==> config.mk <==
export PLATFORM = sky130hd
export DESIGN_NAME = if_id_skid_buffer
export DESIGN_NICKNAME = d
export VERILOG_FILES = /design/src/rtl/if_id_skid_buffer_pkg.sv /design/src/rtl/if_id_skid_buffer_pipe_skid_reg.sv /design/src/rtl/if_id_skid_buffer.sv
export SDC_FILE = /design/constraint.sdc
export NUM_CORES = 1
export LEC_CHECK = 0
export BUFFER_PORTS_ARGS = -buffer_cell sky130_fd_sc_hd__buf_2
export CAP_MARGIN = 30
export CORE_MARGIN = 2
export CORE_UTILIZATION = 30
export DETAILED_ROUTE_END_ITERATION = 8
export GPL_TIMING_DRIVEN = 0
export PLACE_DENSITY_LB_ADDON = 0.1
export SLEW_MARGIN = 20
export SYNTH_ARGS = -nofsm -noshare
export SYNTH_HDL_FRONTEND = slang
export SYNTH_SLANG_ARGS = --single-unit
==> constraint.sdc <==
create_clock -name clock -period 3.3 [get_ports clock]
set_clock_uncertainty 0.05 [all_clocks]
set_input_delay 0.33 -clock clock [delete_from_list [all_inputs] [get_ports clock]]
set_output_delay 0.33 -clock clock [all_outputs]
set_load 0.05 [all_outputs]
==> src/rtl/if_id_skid_buffer_pkg.sv <==
// ---------------------------------------------------------------------------
// if_id_skid_buffer_pkg
//   Shared definitions for the IF->ID pipeline register: occupancy/state
//   encodings and the default instruction/address widths and NOP pattern
//   also used by the fetch and decode units.
// ---------------------------------------------------------------------------
package if_id_skid_buffer_pkg;

  localparam int DEF_INSTR_W = 16;
  localparam int DEF_ADDR_W  = 16;
  localparam int DEF_CNT_W   = 8;

  localparam logic [15:0] DEF_NOP_INSTR = 16'h0000;

  // State encoding equals the number of held entries, so it doubles as the
  // occupancy output.
  localparam logic [1:0] ST_EMPTY = 2'd0;
  localparam logic [1:0] ST_ONE   = 2'd1;
  localparam logic [1:0] ST_TWO   = 2'd2;

endpackage

==> src/rtl/if_id_skid_buffer_pipe_skid_reg.sv <==
// ---------------------------------------------------------------------------
// pipe_skid_reg
//   Two-entry valid/ready pipeline register. The head register drives the
//   output payload; the skid register catches the one extra entry accepted
//   in the cycle the consumer stalls.
//
//   Handshake: a transfer happens on a rising edge where valid and ready are
//   both high. in_ready depends only on state, reset and hold (never on
//   in_valid or out_ready). While out_valid is high and the entry is not
//   taken, out_data does not change.
//
// Ports
//   i_clock, i_reset      clock, synchronous active-high reset
//   i_clear               drop all entries (head reloaded with EMPTY_VAL)
//   i_hold                freeze: no enqueue, no dequeue
//   i_in_valid/o_in_ready/i_in_data    upstream handshake + payload
//   o_out_valid/i_out_ready/o_out_data downstream handshake + payload
//   o_state               FSM state (== occupancy)
//   o_in_fire             upstream transfer this cycle
// ---------------------------------------------------------------------------
module pipe_skid_reg
  import if_id_skid_buffer_pkg::*;
#(
  parameter int           W         = 32,
  parameter logic [W-1:0] EMPTY_VAL = '0
) (
  input  logic         i_clock,
  input  logic         i_reset,
  input  logic         i_clear,
  input  logic         i_hold,
  input  logic         i_in_valid,
  output logic         o_in_ready,
  input  logic [W-1:0] i_in_data,
  output logic         o_out_valid,
  input  logic         i_out_ready,
  output logic [W-1:0] o_out_data,
  output logic [1:0]   o_state,
  output logic         o_in_fire
);

  logic [1:0]   r_state;
  logic [W-1:0] r_head;
  logic [W-1:0] r_skid;
  logic         w_in_fire;
  logic         w_out_fire;

  assign o_in_ready  = ~i_reset & ~i_hold & (r_state != ST_TWO);
  assign o_out_valid = (r_state != ST_EMPTY);
  assign w_in_fire   = i_in_valid & o_in_ready;
  // hold blocks dequeue even when the consumer is ready.
  assign w_out_fire  = o_out_valid & i_out_ready & ~i_hold;

  assign o_out_data = r_head;
  assign o_state    = r_state;
  assign o_in_fire  = w_in_fire;

  always_ff @(posedge i_clock) begin
    if (i_reset) begin
      r_state <= ST_EMPTY;
      r_head  <= EMPTY_VAL;
      r_skid  <= EMPTY_VAL;
    end else if (i_clear) begin
      r_state <= ST_EMPTY;
      r_head  <= EMPTY_VAL;
    end else begin
      // With hold high both fire signals are 0, so every branch below
      // leaves state and data untouched.
      case (r_state)
        ST_EMPTY: begin
          if (w_in_fire) begin
            r_state <= ST_ONE;
            r_head  <= i_in_data;
          end
        end
        ST_ONE: begin
          if (w_in_fire && w_out_fire) begin
            r_head <= i_in_data;
          end else if (w_in_fire) begin
            r_state <= ST_TWO;
            r_skid  <= i_in_data;
          end else if (w_out_fire) begin
            r_state <= ST_EMPTY;
            r_head  <= EMPTY_VAL;
          end
        end
        ST_TWO: begin
          // in_ready is low here, so only a dequeue can happen.
          if (w_out_fire) begin
            r_state <= ST_ONE;
            r_head  <= r_skid;
          end
        end
        default: begin
          r_state <= ST_EMPTY;
          r_head  <= EMPTY_VAL;
        end
      endcase
    end
  end

endmodule

==> src/rtl/if_id_skid_buffer.sv <==
// ---------------------------------------------------------------------------
// if_id_skid_buffer
//   IF->ID pipeline register with a 2-entry skid buffer so a decode stall
//   never drops a fetched instruction. Adds hazard hold, synchronous
//   flush-to-NOP and a saturating count of discarded entries.
//
// Ports
//   clock, reset                      clock, synchronous active-high reset
//   in_valid/in_ready                 fetch handshake
//   instruction_in, instr_addr_in     fetched instruction and its address
//   hold                              hazard freeze
//   flush                             discard all entries (and any in_fire)
//   out_valid/out_ready               decode handshake
//   instruction_out, instr_addr_out   head entry, NOP/0 when empty
//   occupancy                         entries held (0..2)
//   flush_count                       entries discarded by flush, saturating
// ---------------------------------------------------------------------------
module if_id_skid_buffer
  import if_id_skid_buffer_pkg::*;
#(
  parameter int                 INSTR_W   = DEF_INSTR_W,
  parameter int                 ADDR_W    = DEF_ADDR_W,
  parameter logic [INSTR_W-1:0] NOP_INSTR = INSTR_W'(DEF_NOP_INSTR),
  parameter int                 CNT_W     = DEF_CNT_W
) (
  input  logic               clock,
  input  logic               reset,
  input  logic               in_valid,
  output logic               in_ready,
  input  logic [INSTR_W-1:0] instruction_in,
  input  logic [ADDR_W-1:0]  instr_addr_in,
  input  logic               hold,
  input  logic               flush,
  output logic               out_valid,
  input  logic               out_ready,
  output logic [INSTR_W-1:0] instruction_out,
  output logic [ADDR_W-1:0]  instr_addr_out,
  output logic [1:0]         occupancy,
  output logic [CNT_W-1:0]   flush_count
);

  localparam int W = INSTR_W + ADDR_W;
  // Payload shown to decode whenever the stage is empty.
  localparam logic [W-1:0] EMPTY_PAYLOAD = {NOP_INSTR, {ADDR_W{1'b0}}};
  localparam logic [CNT_W+1:0] CNT_MAX = {2'b00, {CNT_W{1'b1}}};

  logic [W-1:0]     w_out_data;
  logic [1:0]       w_state;
  logic             w_in_fire;
  logic [CNT_W+1:0] w_flush_sum;
  logic [CNT_W-1:0] r_flush_count;

  pipe_skid_reg #(
    .W         (W),
    .EMPTY_VAL (EMPTY_PAYLOAD)
  ) u_skid (
    .i_clock     (clock),
    .i_reset     (reset),
    .i_clear     (flush),
    .i_hold      (hold),
    .i_in_valid  (in_valid),
    .o_in_ready  (in_ready),
    .i_in_data   ({instruction_in, instr_addr_in}),
    .o_out_valid (out_valid),
    .i_out_ready (out_ready),
    .o_out_data  (w_out_data),
    .o_state     (w_state),
    .o_in_fire   (w_in_fire)
  );

  assign instruction_out = w_out_data[W-1:ADDR_W];
  assign instr_addr_out  = w_out_data[ADDR_W-1:0];
  assign occupancy       = w_state;
  assign flush_count     = r_flush_count;

  // Two guard bits hold count + 2 + 1 without wrapping before the clamp.
  assign w_flush_sum = {2'b00, r_flush_count}
                     + {{CNT_W{1'b0}}, w_state}
                     + {{(CNT_W+1){1'b0}}, w_in_fire};

  always_ff @(posedge clock) begin
    if (reset) begin
      r_flush_count <= '0;
    end else if (flush) begin
      if (w_flush_sum > CNT_MAX) begin
        r_flush_count <= {CNT_W{1'b1}};
      end else begin
        r_flush_count <= w_flush_sum[CNT_W-1:0];
      end
    end
  end

endmodule

# ---- Word-level counts from Yosys, hierarchy flattened
# Cells that the tools add are included.
dict set report word_totals {
  ff_bits 74
  input_bits 38
  out_inout_bits 44
}
dict set report classes {
  mux 13
  magnitude_cmp 1
  n_reduce_logical 7
  n_addsub 2
  bitwise_logic 9
  n_eq_ne 9
}
# operator count
set op_table {}
lappend op_table {{32-bit 2-to-1 mux} 5}
lappend op_table {{32-bit one-hot mux with 3 select lines} 1}
lappend op_table {{4-bit AND reduction} 3}
lappend op_table {{9-bit by 1-bit adder with 10-bit output} 1}
lappend op_table {{10-bit by 8-bit > comparator with 1-bit output (second input constant)} 1}
lappend op_table {{2-bit 2-to-1 mux} 5}
lappend op_table {{8-bit by 2-bit adder with 9-bit output} 1}
lappend op_table {{8-bit 2-to-1 mux} 1}
lappend op_table {{3-bit by 1-bit != test with 1-bit output (second input constant)} 2}
lappend op_table {{2-bit one-hot mux with 3 select lines} 1}
lappend op_table {{1-bit AND} 5}
lappend op_table {{2-bit by 1-bit != test with 1-bit output (second input constant)} 2}
lappend op_table {{2-bit != test (second input constant)} 2}
lappend op_table {{1-bit inverter} 4}
lappend op_table {{3-bit != test (second input constant)} 1}
lappend op_table {{2-bit by 1-bit equality test with 1-bit output (second input constant)} 1}
lappend op_table {{2-bit equality test (second input constant)} 1}
lappend op_table {{2-bit logical NOT} 1}
lappend op_table {{2-bit nonzero test} 1}
lappend op_table {{2-bit OR reduction} 1}
lappend op_table {{1-bit logical AND} 1}

# ---- Logic depth before layout (Yosys ltp)
# Gate-level depths: netlist of run 1.
dict set report logic_depth {
  word_depth 7
  ltp_mapped 11
  depth_no_buf 10
}

# ---- By module
# Synthesis of run 1 repeated with hierarchy kept, for this count alone.
dict set report unflattened {
  hier_cells 474
  hier_area_um2 3762.4
}
# module area_per_inst_um2 cells_each n_inst seq_area_each_um2
set modules_own_cells {}
lappend modules_own_cells {pipe_skid_reg 3298.2 425 1 1321.3}
lappend modules_own_cells {if_id_skid_buffer 464.2 49 1 160.2}

# ---- Least setup slack after synthesis of run 1
# Ideal clock, no wire load.
dict set report synth_timing {
  kind {reg-to-reg}
  startpoint {register u_skid.r_state[0], in the netlist u_skid.o_state[0]}
  endpoint {register r_flush_count[0], in the netlist flush_count[0]}
  setup_time_ps 71
  path_slack_ps 706
  arrival_ps 2474
  synth_period_minus_slack_ps 2594
  required_ps 3179
  stages_incl_launch_ff 10
  path_buffers 0
  cell_sequence {dfxtp_1 nor2_1 nor3b_1 fa_1 inv_1 fa_1 nand3b_1 nor2_1 nand3_1 a21oi_1}
}
dict set report synth_between {
  elab_chain_cells 6
  word_cells_on_any_way 7
  cone_classes {add/sub: 2; order compare: 1; eq/ne: 1; mux: 1; bitwise: 2}
}
# element line
set synth_rtl {}
lappend synth_rtl {{start, declared} if_id_skid_buffer_pipe_skid_reg.sv:41} ;# logic [1:0] r_state;
lappend synth_rtl {{start signal, assigned} if_id_skid_buffer_pipe_skid_reg.sv:59} ;# r_state <= ST_EMPTY;
lappend synth_rtl {{start signal, assigned} if_id_skid_buffer_pipe_skid_reg.sv:63} ;# r_state <= ST_EMPTY;
lappend synth_rtl {{start signal, assigned} if_id_skid_buffer_pipe_skid_reg.sv:71} ;# r_state <= ST_ONE;
lappend synth_rtl {{branches (longest 3 deep; another with 8-bit by 2-bit adder with 9-bit output)} n/a}
lappend synth_rtl {{9-bit by 1-bit adder with 10-bit output *} if_id_skid_buffer.sv:79} ;# + {{(CNT_W+1){1'b0}}, w_in_fire};
lappend synth_rtl {{10-bit by 8-bit > comparator with 1-bit output} if_id_skid_buffer.sv:85} ;# if (w_flush_sum > CNT_MAX) begin
lappend synth_rtl {{8-bit 2-to-1 mux *} if_id_skid_buffer.sv:85}
lappend synth_rtl {{end signal, assigned} if_id_skid_buffer.sv:86} ;# r_flush_count <= {CNT_W{1'b1}};
lappend synth_rtl {{end signal, assigned} if_id_skid_buffer.sv:88} ;# r_flush_count <= w_flush_sum[CNT_W-1:0];
lappend synth_rtl {{end, declared} if_id_skid_buffer.sv:51} ;# logic [CNT_W-1:0] r_flush_count;
# Mark *: on every way between the ends.
# A chain may end at the register's enable or synchronous reset.

# ---- Worst setup path after layout of run 1
dict set report layout_timing {
  startpoint {register u_skid.r_state[1], in the netlist u_skid.o_state[1]}
  endpoint {register r_flush_count[1], in the netlist flush_count[1]}
}
# Same word-level chain as after synthesis.

==> impl_summary.log, run 1 <==
INFO  metric status = complete, but fails checks
INFO  metric failing_checks = design-rule violations
INFO  metric syn-num-nets = 415
INFO  metric cts_buffer_depth = 2
INFO  metric placement_rows = 39
INFO  metric synth_compound_gate_area_share = a little over a fifth
INFO  metric antenna_cells_inserted = 0
INFO  metric worst-slew-pin-transition = ~0.8 ns
INFO  metric async_flop_share = 0%
INFO  metric grt_max_degree = 13
INFO  metric drc_errors = 6
INFO  metric worstSetupStartpoint = u_skid.o_state[1]
INFO  metric cell_family_contributing_the_most_delay_on_the_critical_path = simple AND/OR/NAND/NOR gates
INFO  metric wl_per_cell = 16.20 um
INFO  metric postCtsSetupRepairBufs = 0
INFO  metric power.density_cell_area = 482.9 nW/um2
INFO  metric p_sw = 501.3 uW
INFO  metric numCtsBuffers = 9
INFO  metric die_area = 12,760 um2
INFO  metric p_sw_share = 23.21%
INFO  metric critPathRequiredTime = 3.51 ns
INFO  metric synth_top_flop_cell = dfxtp_1
INFO  metric timing.critical_path.slowest_stage_cell = fa_1
INFO  metric share_of_the_synthesized_area_in_the_top_cell_type = 41.59%
INFO  metric grt-ovfl-total = 0
INFO  metric grt_antenna_before_repair = 0
INFO  metric clkLatencyLatePin = 0.33 ns
INFO  metric crit_path_end_kind = register
INFO  metric die_height = 113.0 um
INFO  metric internal_power = 1.658 mW
INFO  metric cts-root-buf = clkbuf_16
INFO  metric p_clk_share = around half
INFO  metric slew_violations = 0
INFO  metric worst_path_largest_cell_delay = 0.44 ns
INFO  metric sequential_share_of_power = roughly two fifths
INFO  metric rsz0062_at_grt = false
INFO  metric synth.top_cells.by_area = dfxtp_1 (42%), o41ai_2 (14%), mux2i_1 (9.8%)
INFO  metric synth_sequential_area_ratio = 41.59%
INFO  metric reg2reg_setup_slack = 0.75 ns
INFO  metric total_power = 2.160 mW
INFO  metric grt_pass1_wl = ~16,000 um
INFO  metric io_pins = 82
INFO  metric layout_worst_path_cycle_share = 77.33%
INFO  metric cp_num_cells = 11
INFO  metric synth_edf_count = 0
INFO  metric worst_r2r_startpoint = u_skid.o_state[1]
INFO  metric holdCritPathClass = in -> reg
INFO  metric synth_mux_area_share = 9.835%
INFO  metric critical_path_peak_fanout = 8
INFO  metric detail_route_antenna_nets = 0
INFO  metric tritoncts = built
INFO  metric place.port_buffers = 80
INFO  metric slew_headroom = a little under half
INFO  metric routed-via-count = 3,083
INFO  metric worst-endpoint-arrival = 2.76 ns
INFO  metric finalCriticalPeriod = 2.552 ns
INFO  metric routed_via_density = roughly 5.0
INFO  metric crit_type = reg -> reg
INFO  metric fp.coreArea = between 10,000 and 15,000 um2
INFO  metric drive_gt1_share = a little under a third
INFO  metric post_synth_fa_ha_maj_area_fraction = 1.475%
INFO  metric post_layout_nonfiller_instances = approximately 600
INFO  metric syn-instance-count = 374
INFO  metric path_buf_inv = 3
INFO  metric htree_levels = 3
INFO  metric detail_route.wirelength = 9932 um
INFO  metric timing_hold_violations_final = 0
INFO  metric timing.final.setup_violations = 0
INFO  metric p_leak = between 1.5 and 2 nW
INFO  metric vdd.ir_drop.worst = 179.8 uV
INFO  metric detail_route.iter0.violations = roughly 130
INFO  metric place.detailed.instances = 597
INFO  metric worst_setup_path_endpoint = flush_count[1]
INFO  metric ctsResizeCount = 0
INFO  metric initial_core_util = between 30% and 40%
INFO  metric post_synthesis_register_bit_count = 74
INFO  metric worstReg2RegEnd = flush_count[1]
INFO  metric synthesis.yosys.warnings = 0
INFO  metric cp_cell_sequence = buf_6, inv_2, nor2_1, nor3b_1, fa_1, inv_1, fa_1, nand3b_1, nor2_1, nand3_1, a21oi_1
INFO  metric synthSimpleGateAreaFrac = 19.07%
INFO  metric final_net_count = between 500 and 600
INFO  metric drt_pass1_iterations = 6
INFO  metric clock-sinks = 74
INFO  metric clkTransAtPathRegs = approximately 0.060 ns
INFO  metric drv_cap = 0
INFO  metric power.combinational.fraction = 8.0%
INFO  metric final_hpwl_dp = ~6900 um
INFO  metric fin_tns_setup = 0 ns
INFO  metric synth_top_family_by_area = compound AO/OA/AOI/OAI gates
INFO  metric syn-cell-area = between 3000 and 4000 um2
INFO  metric synth_cell_types = 38
INFO  metric cts-hold-fix-buffers = 0
INFO  metric synthesis.area_per_instance = 9.525 um2
INFO  metric critical_path_start_type = register
INFO  metric grtUsageTotal = 15.93%
INFO  metric vias_in_the_first_global_route = about 3,000
INFO  metric r2r.worst_path.cells = 11
INFO  metric share_of_the_synthesized_netlist_area_taken_by_xor_and_xnor_gates = less than 1%
INFO  metric area_growth_syn_to_layout = 25.54%
INFO  metric die_width = 113.0 um
INFO  metric achievable-frequency = around 0.39 GHz
INFO  metric gp_congestion = 0.7444
INFO  metric synthDominantAreaCellType = dfxtp_1
[power groups by stage]
stage          logic [mW]  clock network [mW]  registers [mW]
3_3_place_gp        0.173                   0           0.927
2_1_floorplan      0.0831                   0           0.954
3_5_place_dp        0.175                   0           0.928
6_report            0.173                1.08           0.908
4_1_cts             0.175                1.11           0.908
5_1_grt             0.187                1.14           0.908
[cell families (layout without fill, tap and decap cells)]
| logic type | Yosys count | after routing |
|---|---|---|
| AO/OA/AOI/OAI | 80 | 80 |
| XOR/XNOR | 2 | 2 |
| adder cells (fa/ha/maj) | 3 | 3 |
| buffers and inverters | 45 | 141 |
| flip-flops | 74 | 74 |
| multiplexers | 35 | 35 |
| AND/OR/NAND/NOR | 135 | 135 |
[cells in the final DEF (no fill, tap or decap), types with 4 or more instances in the layout]
master      n
mux2i_1    35
buf_6       5
nor3_1      6
o41ai_2    30
nand3_1     4
inv_1       5
nor2_1      9
a21oi_1    41
clkbuf_1   19
clkbuf_16   9
dfxtp_1    74
nand2_1    69
buf_2      93
nand4_1    32
[state kept, by name (all words and copies together), names as in the netlist]
name	cells
u_skid.o_state	2
u_skid.r_skid	32
u_skid.o_out_data	32
flush_count	8
[per-layer routing]
metal	track usage [%]	wire, um
met1	21.62	4794
met3	3.374	426
met2	25.02	4573
met5	0	0
met4	5.935	138
[cells in the mapped netlist, types with 5 or more instances]
cell and number:
mux2i_1 35, nand4_1 32, nand2_1 69, clkbuf_1 18, nor3_1 6, dfxtp_1 74
inv_1 5, nor2_1 9, buf_2 13, a21oi_1 41, o41ai_2 30, buf_6 5
[worst min-delay path by stage]
stage	startpoint	to	slack (ns)	cells after the start
floorplan	u_skid.r_skid[0]	u_skid.r_skid[0]	0.39	2
global placement	u_skid.r_skid[11]	u_skid.r_skid[11]	0.39	2
detailed placement	u_skid.r_skid[15]	u_skid.r_skid[15]	0.40	2
CTS	instr_addr_in[12]	u_skid.r_skid[12]	0.18	3
global route	instr_addr_in[12]	u_skid.r_skid[12]	0.19	3
finish	instr_addr_in[12]	u_skid.r_skid[12]	0.19	3
[worst min-delay path: stages]
cell,delay (ns)
buf_2,0.10
nand2_1,0.05
a21oi_1,0.05
[stage by stage]
stage          area, um2  hold WS, ns  worst slack, ns  util (%)
6_report            4472       0.1929           0.7481     38.83
5_1_grt             4472       0.1888           0.5072     38.83
4_1_cts             4472       0.1759           0.7294     38.83
3_5_place_dp        4141       0.3975           0.5714     35.96
3_3_place_gp        4141       0.3915           0.6034     35.96
2_1_floorplan       3562       0.3860           0.7058         -
[cell type report]
class | count | area, um2
Multi-Input combinational cell | 255 | 1858
Buffer | 38 | 196.4
Fill cell | 1201 | 7044
Clock buffer | 12 | 256.5
Inverter | 7 | 26.28
Timing Repair Buffer | 80 | 400.4
Tap cell | 143 | 178.9
Clock inverter | 4 | 73.82
Sequential cell | 74 | 1481
Note: power is estimated with default switching activity, not from simulation.
==> inputs of run 2 (changes only) <==
Clock period 3.3 ns to 2.1 ns, I/O delays scaled along.
==> run 2 against run 1 <==
The flow still finishes with violations (design-rule violations). Sequential power grew 56%. Clock power grew 36%. Wire length shrank 0.18%. Hold slack lost 0.12 ns. Power grew 47%. Combinational power grew 59%. Core utilization grew 0.63 points. Largest cell class unchanged. Largest power group unchanged. Critical endpoint is now flush_count[0]. Critical path depth shrank 1. Cell count grew 1.3%. First-iteration DRC count shrank 14%. Non-clock buffer count grew 8.
==> impl_summary.log, run 2 (synthesized netlist as in run 1, its figures left out) <==
INFO  metric status = complete, but fails checks
INFO  metric failing_checks = design-rule violations
INFO  metric place.port_buffers = 80
INFO  metric place.detailed.instances = 597
INFO  metric cp_cell_sequence = inv_8, nor2_4, nor3b_4, fa_2, inv_2, fa_2, nand3b_1, nor2_2, nand3_2, a21oi_1
INFO  metric path_buf_inv = 2
INFO  metric dr_wl_met3 = 372 um
INFO  metric drc_errors = 5
INFO  metric tritoncts = built
INFO  metric detail_route.wirelength = 9914 um
INFO  metric power.density_cell_area = roughly 700 nW/um2
INFO  metric worst-slew-pin-transition = 0.7714 ns
INFO  metric vdd.ir_drop.worst = 266.5 uV
INFO  metric achievable-frequency = ~0.49 GHz
INFO  metric post_layout_nonfiller_instances = 621
INFO  metric worstSetupStartpoint = u_skid.o_state[1]
INFO  metric finalCriticalPeriod = 2.045 ns
INFO  metric worst_path_largest_cell_delay = 0.36 ns
INFO  metric grt_max_degree = 12
INFO  metric routed-via-count = 3,076
INFO  metric cell_family_contributing_the_most_delay_on_the_critical_path = simple AND/OR/NAND/NOR gates
INFO  metric clkTransAtPathRegs = 0.06 ns
INFO  metric final_core_util = 39.46%
INFO  metric met2_length = roughly 4800 um
INFO  metric htree_levels = 3
INFO  metric clock-sinks = 74
INFO  metric fp.coreArea = 11,520 um2
INFO  metric clkLatencyLatePin = between 0.3 and 0.4 ns
INFO  metric die_area = 12,760 um2
INFO  metric rsz0062_at_grt = true
INFO  metric gp_congestion = approximately 0.76
INFO  metric routed_via_density = 4.953
INFO  metric critical_path_peak_fanout = 4
INFO  metric cts_buffer_depth = 2
INFO  metric worst_r2r_startpoint = u_skid.o_state[1]
INFO  metric timing.final.setup_violations = 0
INFO  metric wl_per_cell = 15.96 um
INFO  metric p_leak = 1.804 nW
INFO  metric worst-endpoint-arrival = 2.25 ns
INFO  metric timing_hold_violations_final = 0
INFO  metric drt-met1-wl = 4622 um
INFO  metric final_cell_mix = buf_2 (92), dfxtp_1 (72), nand2_1 (69), a21oi_1 (39), mux2i_1 (35)
INFO  metric crit_path_end_kind = register
INFO  metric final_hpwl_dp = 6861 um
INFO  metric detail_route.iter0.violations = 114
INFO  metric detail_route_antenna_nets = 0
INFO  metric grtUsageTotal = between 10% and 20%
INFO  metric numCtsBuffers = 9
INFO  metric grt_antenna_before_repair = 0
INFO  metric io_pins = 82
INFO  metric drt_pass1_iterations = 6
INFO  metric area_growth_syn_to_layout = 27.57%
INFO  metric grt-ovfl-total = 0
INFO  metric die_width = 113.0 um
INFO  metric mostFrequentLayoutCell = buf_2
INFO  metric final_net_count = approximately 500
INFO  metric worst_path_most_repeated_cell = fa_2
INFO  metric drive_gt1_share = 35.36%
INFO  metric holdCritPathClass = in -> reg
INFO  metric crit_type = reg -> reg
INFO  metric layout_worst_path_cycle_share = 97.39%
INFO  metric worst_hold_startpoint = instruction_in[8]
INFO  metric grt_pass1_wl = 15,930 um
INFO  metric antenna_cells_inserted = 0
INFO  metric critPathRequiredTime = 2.31 ns
INFO  metric total_power = 3.174 mW
INFO  metric cts-root-buf = clkbuf_16
INFO  metric vias_in_the_first_global_route = 3,095
INFO  metric critical_path_start_type = register
INFO  metric initial_core_util = 30.93%
INFO  metric timing.critical_path.slowest_stage_cell = dfxtp_4
INFO  metric maxUsedRoutingLayer = met4
INFO  metric slew_headroom = 48.57%
INFO  metric placement_rows = 39
INFO  metric die_height = 113.0 um
INFO  metric drv_cap = 0
INFO  metric slew_violations = 0
[run 2: cell count changes in the layout (fill, tap and decap cells not counted), sizes merged]
cell,previous run,this run
buf,100,107
inv,7,8
clkinv,2,0
clkbuf,30,34
bufinv,2,0
[run 2: area by class of cell]
type	count	area, um2
clock inverters	1	6.256
clock buffers	15	277.8
fillers	1195	6972
well taps	143	178.9
plain buffers	37	188.9
multi-input cells	255	1902
flip-flops and latches	74	1489
repair buffers	89	467.9
inverters	7	33.78
[run 2: power by group]
part	switching, mW	leakage [nW]	internal [mW]
combinational	0.189	1.06	0.0861
clock	0.575	0.140	0.900
sequential	0.00896	0.599	1.41
[run 2: path summary, 6_finish.rpt]
path	endpoint	slack, ns	depth (start not counted)
hold reg to reg	u_skid.r_skid[1]	0.40	2
setup / recovery	flush_count[0]	0.05	10
hold / removal	u_skid.r_skid[24]	0.08	3
setup reg to reg	flush_count[0]	0.05	10
[run 2: layer usage]
layer	GRT usage (%)	vias to the layer above
li1	-	1571
met1	20.72	1442
met2	26.99	54
met3	2.571	9
met4	5.610	0
met5	0	-
[run 2: tightest hold or removal path: stages]
cell	delay, ns
buf_2	0.10
nand2_1	0.05
a21oi_1	0.05
[run 2: metrics by stage]
step           hold slack (ns)  setup WS (ns)  setup TNS, ns  area, um2
2_1_floorplan           0.2960        -0.1021        -0.3086       3598
3_3_place_gp            0.3908        -0.3499         -1.583       4178
3_5_place_dp            0.3968        -0.3439         -1.527       4178
4_1_cts                0.06721       -0.03673        -0.1090       4502
5_1_grt                0.07693       -0.07936        -0.3153       4544
6_report               0.07723        0.05487              0       4544
[run 2: what timing repair did]
item                                    CTS  global route
endpoints found under the setup margin    5            26
hold endpoints to repair                  0             0
hold buffers                              0             0
setup buffers                             6             3
pin swaps                                 8             5
gates resized for setup                   3             7
==> inputs of run 3 (changes only) <==
Settings changed: CAP_MARGIN 30 to 10, RECOVER_POWER set to 100.
==> run 3 against run 2 <==
The run still ends with design-rule violations left. Power down 0.23%. Combinational power about the same. Worst setup slack barely moved. First-iteration DRC count down 0.88%. Highest routed layer unchanged. Largest cell class unchanged. Via count increased by 0.78%. Hold slack barely moved. Maximum frequency is essentially flat.
==> impl_summary.log, run 3 (synthesized netlist as in run 1, its figures left out) <==
INFO  metric worst-endpoint-arrival = 2.25 ns
INFO  metric rsz0062_at_grt = true
INFO  metric cts-root-buf = clkbuf_16
INFO  metric pnr_worst_setup_slack = roughly 0.055 ns
INFO  metric grtUsageTotal = 15.96%
INFO  metric routed_via_density = 4.992
INFO  metric cts_buffer_depth = 2
INFO  metric tritoncts = built
INFO  metric fill_cells = 1,208
INFO  metric drive_gt1_share = 28.03%
INFO  metric area_growth_syn_to_layout = 26.34%
INFO  metric multi_input_comb_area = 1902 um2
INFO  metric place.detailed.instances = 597
INFO  metric initial_core_util = 30.93%
INFO  metric timing_hold_violations_final = 0
INFO  metric reg2reg_setup_slack = 0.05 ns
INFO  metric vias_in_the_first_global_route = 3,095
INFO  metric layout_worst_path_cycle_share = 97.39%
INFO  metric timing.final.setup_violations = 0
INFO  metric clock-sinks = 74
INFO  metric detail_route_antenna_nets = 0
INFO  metric crit_type = reg -> reg
INFO  metric clkLatencyLatePin = 0.33 ns
INFO  metric finish.instance_area = 4501 um2
INFO  metric slew_headroom = 48.64%
INFO  metric status = complete, but fails checks
INFO  metric worst-slew-pin-transition = slightly below 0.8 ns
INFO  metric slew_violations = 0
INFO  metric grt_pass1_wl = approximately 16,000 um
INFO  metric dp_slack = -0.3439 ns
INFO  metric drt_pass1_iterations = 6
INFO  metric critPathRequiredTime = 2.31 ns
INFO  metric worstSetupStartpoint = u_skid.o_state[1]
INFO  metric grt-ovfl-total = 0
INFO  metric io_pins = between 80 and 90
INFO  metric detail_route.wirelength = 9920 um
INFO  metric grt_max_degree = 12
INFO  metric worstReg2RegEnd = flush_count[0]
INFO  metric critical_path_peak_fanout = 4
INFO  metric fp.coreArea = ~12,000 um2
INFO  metric critical_path_start_type = register
INFO  metric final_cell_mix = dfxtp_1 (72), nand2_1 (69), buf_2 (57), clkbuf_1 (55), a21oi_1 (39)
INFO  metric final_net_count = 514
INFO  metric wl_per_cell = 15.97 um
INFO  metric place.port_buffers = 80
INFO  metric smallest_hold_slack = between 0.07 and 0.08 ns
INFO  metric finalCriticalPeriod = between 2 and 2.5 ns
INFO  metric grt_antenna_before_repair = 0
INFO  metric detail_route.iter0.violations = 113
INFO  metric p_leak = ~1.7 nW
INFO  metric ff_latch_area = 1489 um2
INFO  metric routed-via-count = between 3,000 and 4,000
INFO  metric mostFrequentLayoutCell = dfxtp_1
INFO  metric numCtsBuffers = 9
INFO  metric worst_r2r_startpoint = u_skid.o_state[1]
INFO  metric drc_errors = 5
INFO  metric die_height = 113.0 um
INFO  metric failing_checks = design-rule violations
INFO  metric post_layout_nonfiller_instances = 621
INFO  metric cts-hold-fix-buffers = 0
INFO  metric die_width = about 110 um
INFO  metric crit_path_end_kind = register
INFO  metric achievable-frequency = approximately 0.49 GHz
INFO  metric antenna_cells_inserted = 0
INFO  metric power.density_cell_area = 703.6 nW/um2
INFO  metric htree_levels = 3
INFO  metric gp_congestion = 0.7639
INFO  metric r2r.worst_path.cells = 10
INFO  metric drv_cap = 0
INFO  metric dpl-instance-area = 4178 um2
INFO  metric final_hpwl_dp = 6861 um
INFO  metric placement_rows = 39
INFO  metric worst_setup_path_endpoint = flush_count[0]
INFO  metric die_area = 12,760 um2
INFO  metric holdCritPathClass = in -> reg
INFO  metric vdd.ir_drop.worst = between 200 and 300 uV
INFO  metric clkTransAtPathRegs = roughly 0.060 ns
[run 3: cell count changes in the layout (fill, tap and decap cells not counted)]
cell,change
buf_2,-35
clkbuf_1,+35
[run 3: worst min path at each step]
stage	from	depth (start not counted)	endpoint
2_1_floorplan	instr_addr_in[0]	2	u_skid.r_skid[0]
6_report	instruction_in[8]	3	u_skid.r_skid[24]
3_3_place_gp	u_skid.r_skid[5]	2	u_skid.r_skid[5]
3_5_place_dp	u_skid.r_skid[1]	2	u_skid.r_skid[1]
4_1_cts	instruction_in[8]	3	u_skid.r_skid[24]
5_1_grt	instruction_in[5]	3	u_skid.r_skid[21]
[run 3: layout make-up]
| type | count | share of cell area, % |
|---|---|---|
| Inverter | 7 | 0.7506 |
| Timing Repair Buffer | 89 | 9.425 |
| Buffer | 37 | 4.198 |
| Sequential cell | 74 | 33.08 |
| Multi-Input combinational cell | 255 | 42.26 |
| Tap cell | 143 | 3.976 |
| Clock inverter | 1 | 0.1390 |
| Clock buffer | 15 | 6.172 |
[run 3: worst max-delay path: stages (launching register included)]
cell and delay [ns]:
dfxtp_4 0.36, inv_8 0.06, nor2_4 0.03, nor3b_4 0.17, fa_2 0.23, inv_2 0.04
fa_2 0.36, nand3b_1 0.22, nor2_2 0.15, nand3_2 0.14, a21oi_1 0.16
[run 3: power by group]
group	switching, mW	internal [mW]
logic	0.189	0.0827
registers	0.00929	1.41
clock network	0.570	0.900
[run 3: repair_timing]
item                       in CTS  in global routing
setup endpoints to repair       5                 26
buffers inserted                6                  3
pin swaps                       8                  5
resized for setup               3                  7
[run 3: per-layer routing]
metal | up-vias | track usage [%] | part of all wire [%]
li1 | 1577 | - | -
met1 | 1454 | 20.72 | 47
met2 | 58 | 26.99 | 48
met3 | 11 | 2.571 | 3.4
met4 | 0 | 5.610 | 1.4
met5 | - | 0 | 0
[run 3: through the flow]
stage	setup TNS, ns	util [%]	power, mW
floorplan	-0.3086	-	1.628
global placement	-1.583	36.28	1.727
detailed placement	-1.527	36.28	1.730
CTS	-0.1090	39.09	3.227
global route	-0.3153	39.08	3.304
finish	0	39.08	3.166
